### config.mk
export PLATFORM = sky130hd
export DESIGN_NAME = router_fifo
export DESIGN_NICKNAME = d
export VERILOG_FILES = /design/src/rtl/router_fifo.sv
export SDC_FILE = /design/constraint.sdc
export NUM_CORES = 1
export LEC_CHECK = 0
export ABC_AREA = 0
export CAP_MARGIN = 20
export CELL_PAD_IN_SITES_DETAIL_PLACEMENT = 0
export CELL_PAD_IN_SITES_GLOBAL_PLACEMENT = 2
export CORE_ASPECT_RATIO = 1.4
export CORE_UTILIZATION = 40
export DETAILED_ROUTE_END_ITERATION = 10
export DONT_BUFFER_PORTS = 1
export GPL_TIMING_DRIVEN = 1
export PLACE_DENSITY = 0.71
export RECOVER_POWER = 100
export SYNTH_ARGS = -nofsm -noshare
export SYNTH_HDL_FRONTEND = slang
export SYNTH_SLANG_ARGS = --single-unit
### constraint.sdc
create_clock -name clock -period 7.1 [get_ports clock]
set_input_delay 0.71 -clock clock [delete_from_list [all_inputs] [get_ports clock]]
set_output_delay 0.71 -clock clock [all_outputs]
set_load 0.02 [all_outputs]
### src/rtl/router_fifo.sv
// Per-port output FIFO of the 1x3 router: 16x9 storage with header tag in bit 8,
// registered read data, and a packet-length counter that tracks the packet being read out.
module router_fifo #(
    parameter int WIDTH = 8,
    parameter int DEPTH = 16,
    parameter int PTR_W = $clog2(DEPTH) + 1
) (
    input  logic             clock,
    input  logic             resetn,
    input  logic             soft_reset,
    input  logic             write_enb,
    input  logic             read_enb,
    input  logic             lfd_state,
    input  logic [WIDTH-1:0] data_in,
    output logic [WIDTH-1:0] data_out,
    output logic             full,
    output logic             empty,
    output logic             busy
);

    localparam int AW    = PTR_W - 1;
    localparam int CNT_W = WIDTH - 1;

    logic [WIDTH:0]     r_mem [DEPTH];
    logic [PTR_W-1:0]   r_wr_ptr;
    logic [PTR_W-1:0]   r_rd_ptr;
    logic [WIDTH-1:0]   r_data_out;
    logic [CNT_W-1:0]   r_pkt_cnt;

    logic               w_full;
    logic               w_empty;
    logic               w_wr_acc;
    logic               w_rd_acc;
    logic               w_clear;
    logic [WIDTH:0]     w_rd_word;
    logic [CNT_W-1:0]   w_pkt_cnt_nxt;

    assign w_empty  = (r_wr_ptr == r_rd_ptr);
    assign w_full   = (r_wr_ptr[PTR_W-1] != r_rd_ptr[PTR_W-1]) &&
                      (r_wr_ptr[AW-1:0] == r_rd_ptr[AW-1:0]);
    assign w_wr_acc = write_enb && !w_full;
    assign w_rd_acc = read_enb && !w_empty;
    assign w_clear  = !resetn || soft_reset;

    assign w_rd_word = r_mem[r_rd_ptr[AW-1:0]];

    // Header carries payload length in [WIDTH-1:2]; +1 accounts for the trailing parity byte.
    always_comb begin
        w_pkt_cnt_nxt = r_pkt_cnt;
        if (w_rd_word[WIDTH]) begin
            w_pkt_cnt_nxt = CNT_W'(w_rd_word[WIDTH-1:2]) + CNT_W'(1);
        end else if (r_pkt_cnt != '0) begin
            w_pkt_cnt_nxt = r_pkt_cnt - CNT_W'(1);
        end
    end

    always_ff @(posedge clock) begin
        if (w_clear) begin
            for (int i = 0; i < DEPTH; i++) begin
                r_mem[i] <= '0;
            end
        end else if (w_wr_acc) begin
            r_mem[r_wr_ptr[AW-1:0]] <= {lfd_state, data_in};
        end
    end

    always_ff @(posedge clock) begin
        if (w_clear) begin
            r_wr_ptr <= '0;
        end else if (w_wr_acc) begin
            r_wr_ptr <= r_wr_ptr + PTR_W'(1);
        end
    end

    always_ff @(posedge clock) begin
        if (w_clear) begin
            r_rd_ptr   <= '0;
            r_data_out <= '0;
            r_pkt_cnt  <= '0;
        end else if (w_rd_acc) begin
            r_rd_ptr   <= r_rd_ptr + PTR_W'(1);
            r_data_out <= w_rd_word[WIDTH-1:0];
            r_pkt_cnt  <= w_pkt_cnt_nxt;
        end
    end

    assign data_out = r_data_out;
    assign full     = w_full;
    assign empty    = w_empty;
    assign busy     = (r_pkt_cnt != '0);

endmodule

==> impl_results.md <==
- Reg-to-reg setup timing slack: 3.71 ns
- Layout cell share with drive strength beyond 1: 0.1248
- Final Setup Violations: 0
- Final clock skew: 0.005871 ns
- Post-layout nets: 618
- Count of H-tree levels built during CTS: 4
- Layout fillers: 1725
- Placeable core region: 19440 um2
- Worst Tran Pin Value: between 1 and 1.5 ns
- Number of nets with antenna violations after routing: 0
- Clk sinks: 173
- Gate family responsible for the most delay along the worst path: multiplexers
- Cts hold-fix bufs: 0
- Leading cell type in the layout, fill and taps excluded: sky130_fd_sc_hd__edfxtp_1
- DR DRC count: 0
- Setup Buffers After CTS: 0
- Weighted congestion at the end of routability-driven global placement: 0.7540
- Multi-input gate area in the final layout: a little under 3000 um2
- Number of buffers on the longest clock path: 2
- Worst setup slack after placement: 3.852 ns
- 1st-iter DRT viols: 280
- Detailed-route via count: between 4000 and 5000
- HPWL after detailed placement: 13840 um
- Final max-slew violation count: 0
- Cell count after synthesis: slightly below 600
- Number of buffers added on ports: 0
- Routed length per placed instance: 22.98 um
- Row cnt: 60
- Number of enable-type register cells in the synthesized netlist: 144
- Buffer and inverter count on the worst path: 1
- Most used flip-flop cell after synthesis: sky130_fd_sc_hd__edfxtp_1
- Count of pins on the block boundary: 25
- Worst Min Path Start: data_in[1]
- Data required time at the worst endpoint: 7.37 ns
- Number of endpoints with negative hold slack in the final report: 0
- CP max FO: 36
- CTS tree: done
- Area taken by flip-flops and latches: 4905 um2
- Maximum number of pins on one net before global-route repair: 37
- Overall overflow remaining after global route: 0
- Proportion of synthesized chip area in sequential cells: 0.6116
- Endpoint of the most critical setup path: r_pkt_cnt[3]
- Yosys top cell by area: sky130_fd_sc_hd__edfxtp_1
- Unrepaired setup endpoints after global routing: false
- Critical Path Slowest Stage Cell: sky130_fd_sc_hd__a2111oi_0
- Startpoint-to-endpoint class of the critical path: flip-flop to flip-flop
- Vias in the first global route: 4848
- Leading cell types in the layout, fill and taps excluded: sky130_fd_sc_hd__edfxtp_1, sky130_fd_sc_hd__and2_0, sky130_fd_sc_hd__and2_1, sky130_fd_sc_hd__mux4_2, sky130_fd_sc_hd__nand2_1
- Setup crit end kind: flip-flop
- Area added between synthesis and finish: 9.565%
- Number of vias per cell after detailed routing: 5.410
- Synth top area cells: sky130_fd_sc_hd__edfxtp_1, sky130_fd_sc_hd__and2_1, sky130_fd_sc_hd__mux4_2
- Post-cts gate resize count: 0
- Placed instance count: 823
- Fin cells: 857
- Number of violations of the max-capacitance limit: 0
- Terminus of the critical flop-to-flop path: r_pkt_cnt[3]
- Global-route met2 utilization: 0.3631
- Floorplan die height: 169.5 um
- Share of synthesized registers carrying an async set or reset: 0
- Worst path depth: 7
- WL final: 19700 um
- Insertion delay of the later-clocked pin in the worst-skew pair: 0.43 ns
- GRT met1 Usage: 0.2462
- First-pass GRT wire length: 30090 um
- Full die area: 20630 um2
- Layer carrying the most global-route usage: met2
- VDD IR-drop max: 0.0001738 V
- Outcome: complete, no violations
- Post-synth net total: 614
- Shortest period the worst path allows: 3.387 ns
- CP Launch Type: flip-flop
- Clock buffer count from CTS: 17
- Minimum setup slack in the final design: 3.713 ns
- Flop and latch count out of synthesis: 173
- Antenna cell count: 0
- Worst max-slew margin expressed relative to the limit: 0.2486
- Ratio of total power to cell area: 237.2 nW/um2
- Core Util, Final: 0.4519
- Syn avg cell area: about 14 um2
- Type of the worst min-delay path: input pin to flip-flop
- Cell at the root of the clock tree: sky130_fd_sc_hd__clkbuf_16
- Number of distinct library cell variants in the gate-level netlist after synthesis: 42
- Met3 layer usage reported by global route: 0.04906
- Count of synthesis-stage warnings from yosys: 0
- Die W: 121.7 um
- Setup TNS after final layout: 0 ns
- Number of antenna violations at the first check in global routing: 1
- GRT Resource Usage Total: 0.2083
- Final worst path period share: 0.4771
- Leakage: 3.019 nW
- Initial core utilization: 0.4124
- Area of the mapped netlist: 8019 um2
- Detailed-routing iteration count for the pre-antenna-repair pass: 5
- Max stage delay on crit path: 0.79 ns
- Worst path arrival time: 3.66 ns
- Chain of cells forming the critical path: buf_4 -> mux4_2 -> nor2b_1 -> a2111oi_0 -> nor3_1 -> mux2i_1 -> a31oi_1
- Highest achievable clock rate: 295.2 MHz
- Clock input transition at the sequential cells of the worst setup and hold paths: 0.07 ns
- Sum of internal, switching and leakage power: roughly 0.0021 W
- Proportion of netlist area held by the largest area contributor: 0.5392
- Number of cells on the worst reg-to-reg path: 7
==> synth_stat cells, drive strengths merged (2+ instances only) <==
cell type,n
edfxtp,144
nand2,39
buf,9
clkbuf,22
o21ai,17
a21o,2
mux2,2
mux2i,3
nor4,4
nand2b,8
inv,6
a31oi,4
dfxtp,29
and2,145
nand3,7
and4,3
nand4,7
a21oi,12
o21a,2
nor3,10
nor2b,4
nor2,32
ha,8
xor2,7
a22oi,8
xnor2,9
mux4,39
==> metal layers <==
layer,vias to the layer above,routed length [um],share of wire
li1,2165,-,-
met1,2344,7972,0.40
met2,101,10410,0.53
met3,26,769,0.039
met4,0,541,0.027
met5,-,0,0
==> kinds of logic after synthesis <==
| kind of cell | share of synthesized area |
|---|---|
| mux | 0.1161 |
| fa+ha+maj | 0.01248 |
| compound gates | 0.04150 |
| buf+inv | 0.01919 |
| xor+xnor | 0.01748 |
| simple gates | 0.1816 |
| flops | 0.6116 |
==> sequential cells by signal, indices dropped and copies added, names as in the netlist, named ones only <==
name	flops
r_rd_ptr	5
data_out	8
r_mem	144
r_pkt_cnt	7
r_wr_ptr	5
==> how the worst min path moves through the flow <==
stage	cells after the start	slack (ns)	endpoint
2_1_floorplan	2	0.46	r_pkt_cnt[2]
3_3_place_gp	2	0.52	r_pkt_cnt[1]
3_5_place_dp	2	0.51	r_pkt_cnt[1]
4_1_cts	1	0.46	r_mem[15][1]
5_1_grt	1	0.45	r_mem[12][0]
6_report	1	0.47	r_mem[15][1]
==> final cells by class <==
type                            instances  share of cell area
Sequential cell                       173              0.5582
Timing Repair Buffer                   16            0.008545
Clock inverter                         15             0.01125
Clock buffer                           17             0.04842
Multi-Input combinational cell        382              0.3357
Tap cell                              248             0.03532
Inverter                                6            0.002563
==> report_power, final <==
group,internal (W),total [W],switching (W)
clock network,0.000445,0.000846,0.000401
logic,0.0000322,0.0000904,0.0000582
registers,0.00113,0.00115,0.0000151
==> stage by stage <==
stage               instance area (um2)  hold WS [ns]
detailed placement                 8287        0.5092
finish                             8786        0.4731
global placement                   8237        0.5202
floorplan                          8019        0.4580
CTS                                8811        0.4577
global route                       8786        0.4525
No activity file was read; power rests on OpenSTA's default activity.
